==> config.mk <==
export PLATFORM = sky130hd
export DESIGN_NAME = kernel_load_ctrl
export DESIGN_NICKNAME = d
export VERILOG_FILES = /design/src/rtl/kernel_load_ctrl.sv
export SDC_FILE = /design/constraint.sdc
export NUM_CORES = 1
export LEC_CHECK = 0
export ABC_AREA = 1
export BUFFER_PORTS_ARGS = -buffer_cell sky130_fd_sc_hd__buf_4
export CAP_MARGIN = 20
export CELL_PAD_IN_SITES_DETAIL_PLACEMENT = 0
export CELL_PAD_IN_SITES_GLOBAL_PLACEMENT = 1
export CORE_MARGIN = 2
export CORE_UTILIZATION = 24
export DETAILED_ROUTE_END_ITERATION = 10
export PLACE_DENSITY_LB_ADDON = 0.1
export SYNTH_ARGS = -nofsm -noshare
export SYNTH_HDL_FRONTEND = slang
export SYNTH_SLANG_ARGS = --single-unit
export TNS_END_PERCENT = 1
==> constraint.sdc <==
create_clock -name clk -period 1.6 [get_ports clk]
set_clock_uncertainty 0.1 [all_clocks]
set_input_delay 0.08 -clock clk [delete_from_list [all_inputs] [get_ports clk]]
set_output_delay 0.08 -clock clk [all_outputs]
set_load 0.03 [all_outputs]
==> src/rtl/kernel_load_ctrl.sv <==
// Sequences the kernel register file: loads N weights from a valid/ready
// stream, then replays them as taps to the MAC, one window per request.
module kernel_load_ctrl #(
    parameter int BIT_DEPTH   = 8,
    parameter int KERNEL_SIZE = 3,
    parameter int ADDR_W      = 4
) (
    input  logic                 clk,
    input  logic                 rst_n,
    input  logic                 load_start,
    input  logic                 abort,
    input  logic                 s_valid,
    input  logic [BIT_DEPTH-1:0] s_data,
    output logic                 s_ready,
    output logic                 kr_wr_en,
    output logic [ADDR_W-1:0]    kr_addr,
    output logic [BIT_DEPTH-1:0] kr_wdata,
    input  logic [BIT_DEPTH-1:0] kr_rdata,
    input  logic                 win_start,
    output logic                 tap_valid,
    output logic [BIT_DEPTH-1:0] tap_data,
    output logic [ADDR_W-1:0]    tap_idx,
    output logic                 tap_last,
    input  logic                 tap_ready,
    output logic                 loaded,
    output logic                 busy,
    output logic                 win_done
);

    localparam int N = KERNEL_SIZE * KERNEL_SIZE;
    localparam logic [ADDR_W-1:0] LAST = ADDR_W'(N - 1);

    typedef enum logic [1:0] {
        IDLE,
        LOAD,
        ARMED,
        SCAN
    } state_t;

    state_t              state_q, state_d;
    logic [ADDR_W-1:0]   cnt_q, cnt_d;
    logic                loaded_q, loaded_d;
    logic                win_done_q, win_done_d;
    logic                in_load, in_scan, at_last;

    assign in_load = (state_q == LOAD);
    assign in_scan = (state_q == SCAN);
    assign at_last = (cnt_q == LAST);

    always_comb begin
        state_d    = state_q;
        cnt_d      = cnt_q;
        loaded_d   = loaded_q;
        win_done_d = 1'b0;
        if (abort) begin
            state_d  = IDLE;
            cnt_d    = '0;
            loaded_d = 1'b0;
        end else begin
            unique case (state_q)
                IDLE: begin
                    if (load_start) begin
                        state_d = LOAD;
                        cnt_d   = '0;
                    end
                end
                LOAD: begin
                    if (s_valid) begin
                        if (at_last) begin
                            state_d  = ARMED;
                            cnt_d    = '0;
                            loaded_d = 1'b1;
                        end else begin
                            cnt_d = cnt_q + 1'b1;
                        end
                    end
                end
                ARMED: begin
                    // a reload drops loaded at once so a partial kernel is never used
                    if (load_start) begin
                        state_d  = LOAD;
                        cnt_d    = '0;
                        loaded_d = 1'b0;
                    end else if (win_start) begin
                        state_d = SCAN;
                        cnt_d   = '0;
                    end
                end
                SCAN: begin
                    if (tap_ready) begin
                        if (at_last) begin
                            state_d    = ARMED;
                            cnt_d      = '0;
                            win_done_d = 1'b1;
                        end else begin
                            cnt_d = cnt_q + 1'b1;
                        end
                    end
                end
                default: begin
                    state_d = IDLE;
                    cnt_d   = '0;
                end
            endcase
        end
    end

    always_ff @(posedge clk or negedge rst_n) begin
        if (!rst_n) begin
            state_q    <= IDLE;
            cnt_q      <= '0;
            loaded_q   <= 1'b0;
            win_done_q <= 1'b0;
        end else begin
            state_q    <= state_d;
            cnt_q      <= cnt_d;
            loaded_q   <= loaded_d;
            win_done_q <= win_done_d;
        end
    end

    assign s_ready   = in_load;
    assign kr_wr_en  = in_load & s_valid;
    assign kr_wdata  = in_load ? s_data : '0;
    assign kr_addr   = (in_load | in_scan) ? cnt_q : '0;
    assign tap_valid = in_scan;
    assign tap_idx   = in_scan ? cnt_q : '0;
    assign tap_data  = in_scan ? kr_rdata : '0;
    assign tap_last  = in_scan & at_last;
    assign busy      = in_load | in_scan;
    assign loaded    = loaded_q;
    assign win_done  = win_done_q;

endmodule

==> impl_metrics.py, run 1 <==
metrics = {
    "cts": {
        "clock-root-buffer": "clkbuf_4",
        "clk_pin_slew_worst_paths_ns": 0.05,
        "cts_tree": "yes",
        "clock_sinks": 8,
        "h-tree-depth": 1,
        "worstSkewPairLatency_ns": 0.25,
        "cts_buffers": 3,
        "clk_path_buf_depth": 2,
    },
    "setup_path": {
        "end_kind": "output pin",
        "r2r_setup_slack_ns": 0.20,
        "worstPathMaxFanout": 6,
        "slowest_stage": "dfrtp_2",
        "cp-endpoint": "tap_last",
        "reg2reg_from": "cnt_q[1]",
        "r2r.worst_path.cells": 7,
        "startpoint_type": "flip-flop",
        "startpoint": "cnt_q[1]",
        "r2r-end": "loaded",
        "crit_type": "reg -> out",
        "cpPeakStageDelay_ns": 0.43,
        "cp_data_arrival_time_ns": 1.29,
        "path_cells": "inv_1, ha_1, nand3_2, nor2_1, buf_4",
        "worstPathRequired_ns": 1.42,
    },
    "detailed_routing": {
        "wl_per_cell_um": 9.70,
        "vias": 912,
        "drt_iter0_drc": 8,
        "first_pass_iters": 2,
        "ant_nets": 0,
        "viasPerCell": 4.26,
        "drc_errors": 0,
        "wl_um": 2080,
    },
    "yosys": {
        "synthCells": 122,
        "syn_area_per_cell_um2": 5.77,
        "yosys_warnings": 0,
        "synth-seq-cells": 8,
        "syn_nets": 147,
        "ys_seq_area_share_pct": 28.4,
        "synth.distinct_cells": 19,
        "netlist_area_um2": 704,
    },
    "sta": {
        "finalHoldViolCount": 0,
        "report.final.slew_viol_count": 0,
        "relSlewSlack_pct": 84.1,
        "min_period_ns": 1.47,
        "rsz0062_at_grt": "no",
        "finalSetupViolCount": 0,
        "holdWs_ns": 0.0860,
        "tns_ns": 0,
        "worst_pin_slew_ns": 0.236,
        "worst_slack_ns": 0.128,
        "fmax_mhz": 679,
        "timing.final.crit_share_pct": 92.0,
    },
    "grt": {
        "grt_max_degree": 15,
        "grt_pass1_vias": 836,
        "grtUsageTotal_pct": 12.6,
        "antenna_found_initial": 0,
        "grt-ovfl-total": 0,
        "grt_pass1_wl_um": 3330,
    },
    "pwr": {
        "power.share.clock_pct": 11.3,
        "p_int_mw": 0.650,
        "p_leak_nw": 0.770,
        "power_frac_seq_pct": 20.8,
        "p_sw_mw": 0.683,
        "ir_drop_mv": 0.565,
        "powerDensity_nw_per_um2": 1090,
        "p_sw_share_pct": 51.3,
        "pwr-share-comb_pct": 67.8,
    },
    "place": {
        "dp_worst_setup_slack_ns": 0.115,
        "dpl.hpwl_um": 1710,
        "port_buffers": 53,
        "place.gp.congestion": 0.765,
    },
    "die": {
        "fp-row-count": 19,
        "die_h_um": 58.2,
        "pin_count": 54,
        "start_util_pct": 25.3,
        "die_w_um": 58.2,
        "die-area_um2": 3380,
        "core-area_um2": 2780,
    },
    "run": {
        "maxCapViolations": 0,
    },
    "final_layout": {
        "drive_gt1_share_pct": 37.2,
        "nets": 210,
        "diodes": 0,
        "final_util_pct": 44.0,
        "syn_to_final_growth_pct": 73.9,
    },
    "status": {
        "status": "complete, no violations",
    },
    "min_path": {
        "hold_path_class": "in -> async",
    },
}
[per-layer routing]
| metal | track usage [%] | share of wire (%) |
|---|---|---|
| met1 | 15.2 | 43 |
| met2 | 22.4 | 50 |
| met3 | 3.57 | 7.5 |
| met4 | 1.99 | 0 |
| met5 | 0 | 0 |
[cells in the final DEF (no fill, tap or decap)]
cell type / count
o31ai_1: 1
o21ai_1: 3
dlygate4sd3_1: 3
ha_1: 2
buf_4: 58
nor2_2: 2
nor2_1: 30
nand2_1: 21
o21ai_0: 2
nand3b_2: 1
a21oi_1: 2
dfrtp_2: 1
nor4_1: 1
nand3_1: 6
clkbuf_4: 3
dfrtp_1: 7
nand3_2: 2
inv_2: 1
xor2_1: 1
nand4_1: 4
inv_1: 32
[how the worst min path moves through the flow]
stage                      end  slack, ns  depth (start not counted)
floorplan             cnt_q[0]      -0.32                          0
global placement        loaded      -0.19                          1
detailed placement      loaded      -0.19                          1
CTS                 state_q[0]       0.09                          2
global route        state_q[1]       0.09                          2
finish                  loaded       0.09                          2
[registers in the layout (all words and copies together) (netlist names)]
register  cells
cnt_q         4
win_done      1
state_q       2
loaded        1
[metrics by stage]
stage | instances | power [mW] | area [um2]
2_1_floorplan | 122 | 0.839 | 707
3_3_place_gp | 207 | 1.18 | 1160
3_5_place_dp | 207 | 1.18 | 1160
4_1_cts | 213 | 1.35 | 1220
5_1_grt | 214 | 1.45 | 1220
6_report | 214 | 1.33 | 1220
[worst max-delay path, delay by kind of cell, from the launching register on]
kind,cells,cell delay [ns]
adders and majority gates,1,0.15
and+or+nand+nor,2,0.21
buffers and inverters,2,0.24
DFF,1,0.43
[synth_stat cells]
cell	n	area share (%)
inv_1	32	17
nor2_1	31	17
nand2_1	21	11
dfrtp_1	8	28
nand3_1	7	5.0
nand4_1	4	3.6
o21ai_1	3	2.1
a21oi_1	2	1.4
clkbuf_1	2	1.1
ha_1	2	3.6
o21ai_0	2	1.4
buf_4	1	1.1
inv_2	1	0.53
nand3_2	1	1.4
nand3b_2	1	1.6
nor2_2	1	0.89
nor4_1	1	0.89
o31ai_1	1	1.1
xor2_1	1	1.2
[layout make-up]
cell class                 count  area (um2)
clock buffer                   3        22.5
fill                         313        1560
inverter                      33         124
multi-input combinational     78         373
sequential                     8         201
tap                           31        38.8
timing repair buffer          61         465
[kinds of logic (layout without fill, tap and decap cells)]
group	count (synthesis)	count (layout)	share of synthesized area, %
adder cells (fa/ha/maj)	2	2	3.55
AO/OA/AOI/OAI	8	8	6.04
flip-flops	8	8	28.4
XOR/XNOR	1	1	1.24
AND/OR/NAND/NOR	67	67	41.0
buffers and inverters	36	97	19.7
[power groups by stage]
stage	Sequential, mW	Clock (mW)	Combinational, mW
after global placement	0.279	0	0.900
final	0.278	0.151	0.904
after global routing	0.286	0.177	0.983
after CTS	0.277	0.154	0.915
after floorplan	0.277	0	0.562
after detailed placement	0.281	0	0.899
[repair_timing]
action / CTS / global route
hold endpoints to repair: 9 / 0
setup buffers: 0 / 1
pin swaps: 0 / 1
endpoints found under the setup margin: 1 / 1
gates resized for setup: 1 / 1
hold buffers: 3 / 0
Power figures use the tool's default switching activity.
==> inputs of run 2 (changes only) <==
- REMOVE_ABC_BUFFERS: not set -> 1
==> impl_metrics.py, run 2 (same netlist as run 1, synthesis figures left out) <==
metrics = {
    "detailed_routing": {
        "drc_errors": 0,
        "vias": 924,
        "first_pass_iters": 4,
        "wl_um": 2090,
        "wl_per_cell_um": 9.83,
        "viasPerCell": 4.34,
        "ant_nets": 0,
        "drt_iter0_drc": 18,
    },
    "place": {
        "place.gp.congestion": 0.851,
        "dpl.hpwl_um": 1800,
        "port_buffers": 53,
        "dp_worst_setup_slack_ns": 0.0917,
        "placed_area_um2": 1160,
    },
    "grt": {
        "grt_pass1_wl_um": 3510,
        "grt-ovfl-total": 0,
        "grt_max_degree": 15,
        "grtUsageTotal_pct": 13.0,
        "grt_pass1_vias": 859,
        "antenna_found_initial": 0,
    },
    "setup_path": {
        "worst-path-stages": 5,
        "cpPeakStageDelay_ns": 0.43,
        "worstPathRequired_ns": 1.42,
        "r2r.worst_path.cells": 6,
        "worstPathMaxFanout": 6,
        "cp_data_arrival_time_ns": 1.34,
        "path_cells": "inv_1, ha_1, nand3_4, nor2_1, buf_4",
        "slowest_stage": "dfrtp_2",
        "startpoint_type": "flip-flop",
        "crit_type": "reg -> out",
        "end_kind": "output pin",
        "cp_top_family": "flip-flops",
        "crit_buf_inv": 2,
    },
    "final_layout": {
        "syn_to_final_growth_pct": 74.2,
        "layout_common_cells": "buf_4 (57), inv_1 (32), nor2_1 (30)",
        "layout_commonest_cell": "buf_4",
        "nets": 209,
        "drive_gt1_share_pct": 37.9,
        "largest_register": "cnt_q",
        "diodes": 0,
        "reg_top3": "cnt_q: 4 flops, state_q: 2 flops",
        "largest_register_ffs": 4,
        "final_util_pct": 44.1,
        "final_area_um2": 1230,
    },
    "cts": {
        "cts_buffers": 3,
        "cts_tree": "yes",
        "post-cts-setup-buffers": 0,
        "clk_pin_slew_worst_paths_ns": 0.06,
        "clk_path_buf_depth": 2,
        "worstSkewPairLatency_ns": 0.25,
        "h-tree-depth": 1,
        "clock_sinks": 8,
        "clock-root-buffer": "clkbuf_4",
    },
    "sta": {
        "finalSetupViolCount": 0,
        "relSlewSlack_pct": 82.0,
        "rsz0062_at_grt": "no",
        "worst_slack_ns": 0.0770,
        "fmax_mhz": 657,
        "finalHoldViolCount": 0,
        "timing.final.crit_share_pct": 95.2,
        "tns_ns": 0,
        "min_period_ns": 1.52,
        "worst_pin_slew_ns": 0.270,
        "report.final.slew_viol_count": 0,
    },
    "die": {
        "die-area_um2": 3380,
        "core-area_um2": 2780,
        "fp-row-count": 19,
        "die_h_um": 58.2,
        "start_util_pct": 25.3,
        "pin_count": 54,
        "die_w_um": 58.2,
    },
    "run": {
        "maxCapViolations": 0,
    },
    "pwr": {
        "ir_drop_mv": 0.756,
        "powerDensity_nw_per_um2": 1080,
        "p_leak_nw": 0.764,
    },
    "status": {
        "status": "complete, no violations",
    },
    "min_path": {
        "hold_path_class": "in -> async",
    },
}
## run 2: cell type report
class / instances / area, um2
clock buffers: 3 / 22.5
flip-flops and latches: 8 / 204
well taps: 31 / 38.8
fillers: 308 / 1550
inverters: 33 / 124
multi-input cells: 78 / 380
repair buffers: 60 / 458
## run 2: path summary, 6_finish.rpt
path | from | to | slack, ns
worst max-delay path | cnt_q[1] | tap_last | 0.08
worst min-delay path | rst_n | loaded | 0.08
worst max register to register | state_q[0] | cnt_q[2] | 0.18
worst min register to register | loaded | loaded | 0.42
max in group asynchronous | rst_n | cnt_q[1] | 1.18
min in group clk | load_start | loaded | 0.10
## run 2: per-stage QoR
stage / hold slack [ns] / power, mW / cells
after floorplan: -0.316 / 0.806 / 119
after global placement: -0.197 / 1.16 / 207
after detailed placement: -0.197 / 1.16 / 207
after CTS: 0.0742 / 1.33 / 213
after global routing: 0.0861 / 1.44 / 213
final: 0.0768 / 1.33 / 213
## run 2: power breakdown
part           switching [mW]  total, mW  internal, mW  leakage, nW
logic                   0.568      0.882         0.314        0.646
clock network          0.0659      0.152        0.0857       0.0138
registers              0.0515      0.293         0.242        0.104
## run 2: repair_timing
action / CTS / global route
setup endpoints to repair: 10 / 10
hold buffers: 3 / 0
hold endpoints to repair: 9 / 0
gates cloned: 0 / 0
gates resized for setup: 2 / 4
## run 2: metal layers
layer	wire, um	track usage [%]	vias to the layer above
li1	-	-	480
met1	848	15.9	409
met2	1120	23.7	33
met3	115	2.68	2
met4	12	1.99	0
met5	0	0	-
==> inputs of run 3 (changes only) <==
- clock period: 1.6 -> 1.62 ns (I/O delays scaled with it)
==> impl_metrics.py, run 3 (same netlist as run 1, synthesis figures left out) <==
metrics = {
    "detailed_routing": {
        "ant_nets": 0,
        "wl_um": 2190,
        "vias": 925,
        "wl_per_cell_um": 10.4,
        "drt_iter0_drc": 26,
        "drc_errors": 0,
        "first_pass_iters": 5,
        "viasPerCell": 4.38,
    },
    "final_layout": {
        "num-fill-cells": 307,
        "nets": 207,
        "drive_gt1_share_pct": 37.2,
        "final_util_pct": 43.2,
        "diodes": 0,
        "largest_register_ffs": 4,
        "syn_to_final_growth_pct": 70.5,
        "largest_register": "cnt_q",
        "layout_common_cells": "buf_4 (56), inv_1 (32), nor2_1 (30)",
        "reg_top3": "cnt_q: 4 flops, state_q: 2 flops",
        "layout_commonest_cell": "buf_4",
    },
    "die": {
        "die-area_um2": 3380,
        "die_h_um": 58.2,
        "core-area_um2": 2780,
        "die_w_um": 58.2,
        "start_util_pct": 25.3,
        "pin_count": 54,
        "fp-row-count": 19,
    },
    "pwr": {
        "ir_drop_mv": 0.640,
        "p_leak_nw": 0.755,
        "powerDensity_nw_per_um2": 1090,
    },
    "grt": {
        "grt_max_degree": 15,
        "antenna_found_initial": 0,
        "grt-ovfl-total": 0,
        "grt_pass1_vias": 861,
        "grt_pass1_wl_um": 3530,
        "grtUsageTotal_pct": 13.2,
    },
    "run": {
        "maxCapViolations": 0,
    },
    "sta": {
        "timing.final.crit_share_pct": 95.4,
        "fmax_mhz": 647,
        "rsz0062_at_grt": "no",
        "relSlewSlack_pct": 80.0,
        "report.final.slew_viol_count": 0,
        "finalHoldViolCount": 0,
        "worst_slack_ns": 0.0752,
        "min_period_ns": 1.54,
        "finalSetupViolCount": 0,
        "worst_pin_slew_ns": 0.297,
    },
    "place": {
        "place.gp.congestion": 0.822,
        "dp_worst_setup_slack_ns": 0.112,
        "dpl.hpwl_um": 1830,
        "port_buffers": 53,
    },
    "cts": {
        "clock-root-buffer": "clkbuf_4",
        "cts_buffers": 3,
        "clk_pin_slew_worst_paths_ns": 0.06,
        "worstSkewPairLatency_ns": 0.25,
        "h-tree-depth": 1,
        "cts_tree": "yes",
        "clock_sinks": 8,
        "clk_path_buf_depth": 2,
    },
    "setup_path": {
        "end_kind": "output pin",
        "cpPeakStageDelay_ns": 0.44,
        "worstPathRequired_ns": 1.44,
        "path_cells": "inv_1, ha_1, nand3_2, nor2_1, buf_4",
        "slowest_stage": "dfrtp_2",
        "worstPathMaxFanout": 6,
        "crit_type": "reg -> out",
        "startpoint_type": "flip-flop",
        "cp_data_arrival_time_ns": 1.36,
    },
    "status": {
        "status": "complete, no violations",
    },
    "min_path": {
        "hold_path_class": "in -> reg",
    },
}
run 3: cell count changes in the layout (fill, tap and decap cells not counted):
| cell | change |
|---|---|
| dlygate4sd3_1 | -1 |
| dfrtp_1 | +1 |
| dfrtp_2 | -1 |
| nand3_4 | -1 |
| nand3_2 | +1 |
| buf_4 | -1 |
run 3: per-stage QoR:
step / hold WS [ns] / cell area [um2] / total power [mW] / instances / setup TNS (ns)
6_report: 0.00602 / 1200 / 1.31 / 211 / 0
5_1_grt: 0.00977 / 1200 / 1.41 / 211 / 0
4_1_cts: 0.000336 / 1200 / 1.32 / 211 / 0
3_5_place_dp: -0.194 / 1150 / 1.15 / 206 / 0
3_3_place_gp: -0.196 / 1150 / 1.14 / 206 / 0
2_1_floorplan: -0.315 / 689 / 0.796 / 119 / -5.79
run 3: where the power goes:
group	internal (mW)	switching (mW)
clock network	0.0849	0.0696
registers	0.237	0.0526
logic	0.306	0.560
total	0.628	0.682
run 3: worst paths after layout:
check                               start          to  slack (ns)  cells past startpoint
worst min register to register     loaded      loaded        0.42                      2
min in group asynchronous           rst_n  state_q[1]        0.08                      2
worst min-delay path            tap_ready    win_done       0.006                      3
worst max register to register   cnt_q[1]  state_q[0]        0.18                      7
max in group asynchronous           rst_n  state_q[0]        1.19                      2
worst max-delay path             cnt_q[1]    tap_last        0.08                      5
run 3: timing repair:
action | 4_1_cts | 5_1_grt
buffers inserted | 0 | 0
setup endpoints to repair | 10 | 10
endpoints found under the hold margin | 9 | 0
hold buffers | 2 | 0
pin swaps | 0 | 0
gates resized for setup | 2 | 2
run 3: layout make-up:
class | count | area (um2) | area share [%]
clock buffers | 3 | 22.5 | 1.88
inverters | 33 | 124 | 10.3
multi-input cells | 78 | 373 | 31.0
flip-flops and latches | 8 | 203 | 16.9
well taps | 31 | 38.8 | 3.23
repair buffers | 58 | 440 | 36.7
run 3: routing by layer:
| metal | share of wire [%] | global-route usage (%) |
|---|---|---|
| met5 | 0 | 0 |
| met4 | 0.55 | 3.99 |
| met3 | 4.6 | 2.23 |
| met2 | 54 | 24.0 |
| met1 | 41 | 15.8 |
run 3: critical path: cells and delay by family (launching register included):
family	cells	cell delay (ns)
flip-flops	1	0.44
AND/OR/NAND/NOR	2	0.26
buffers and inverters	2	0.25
adder cells (fa/ha/maj)	1	0.16
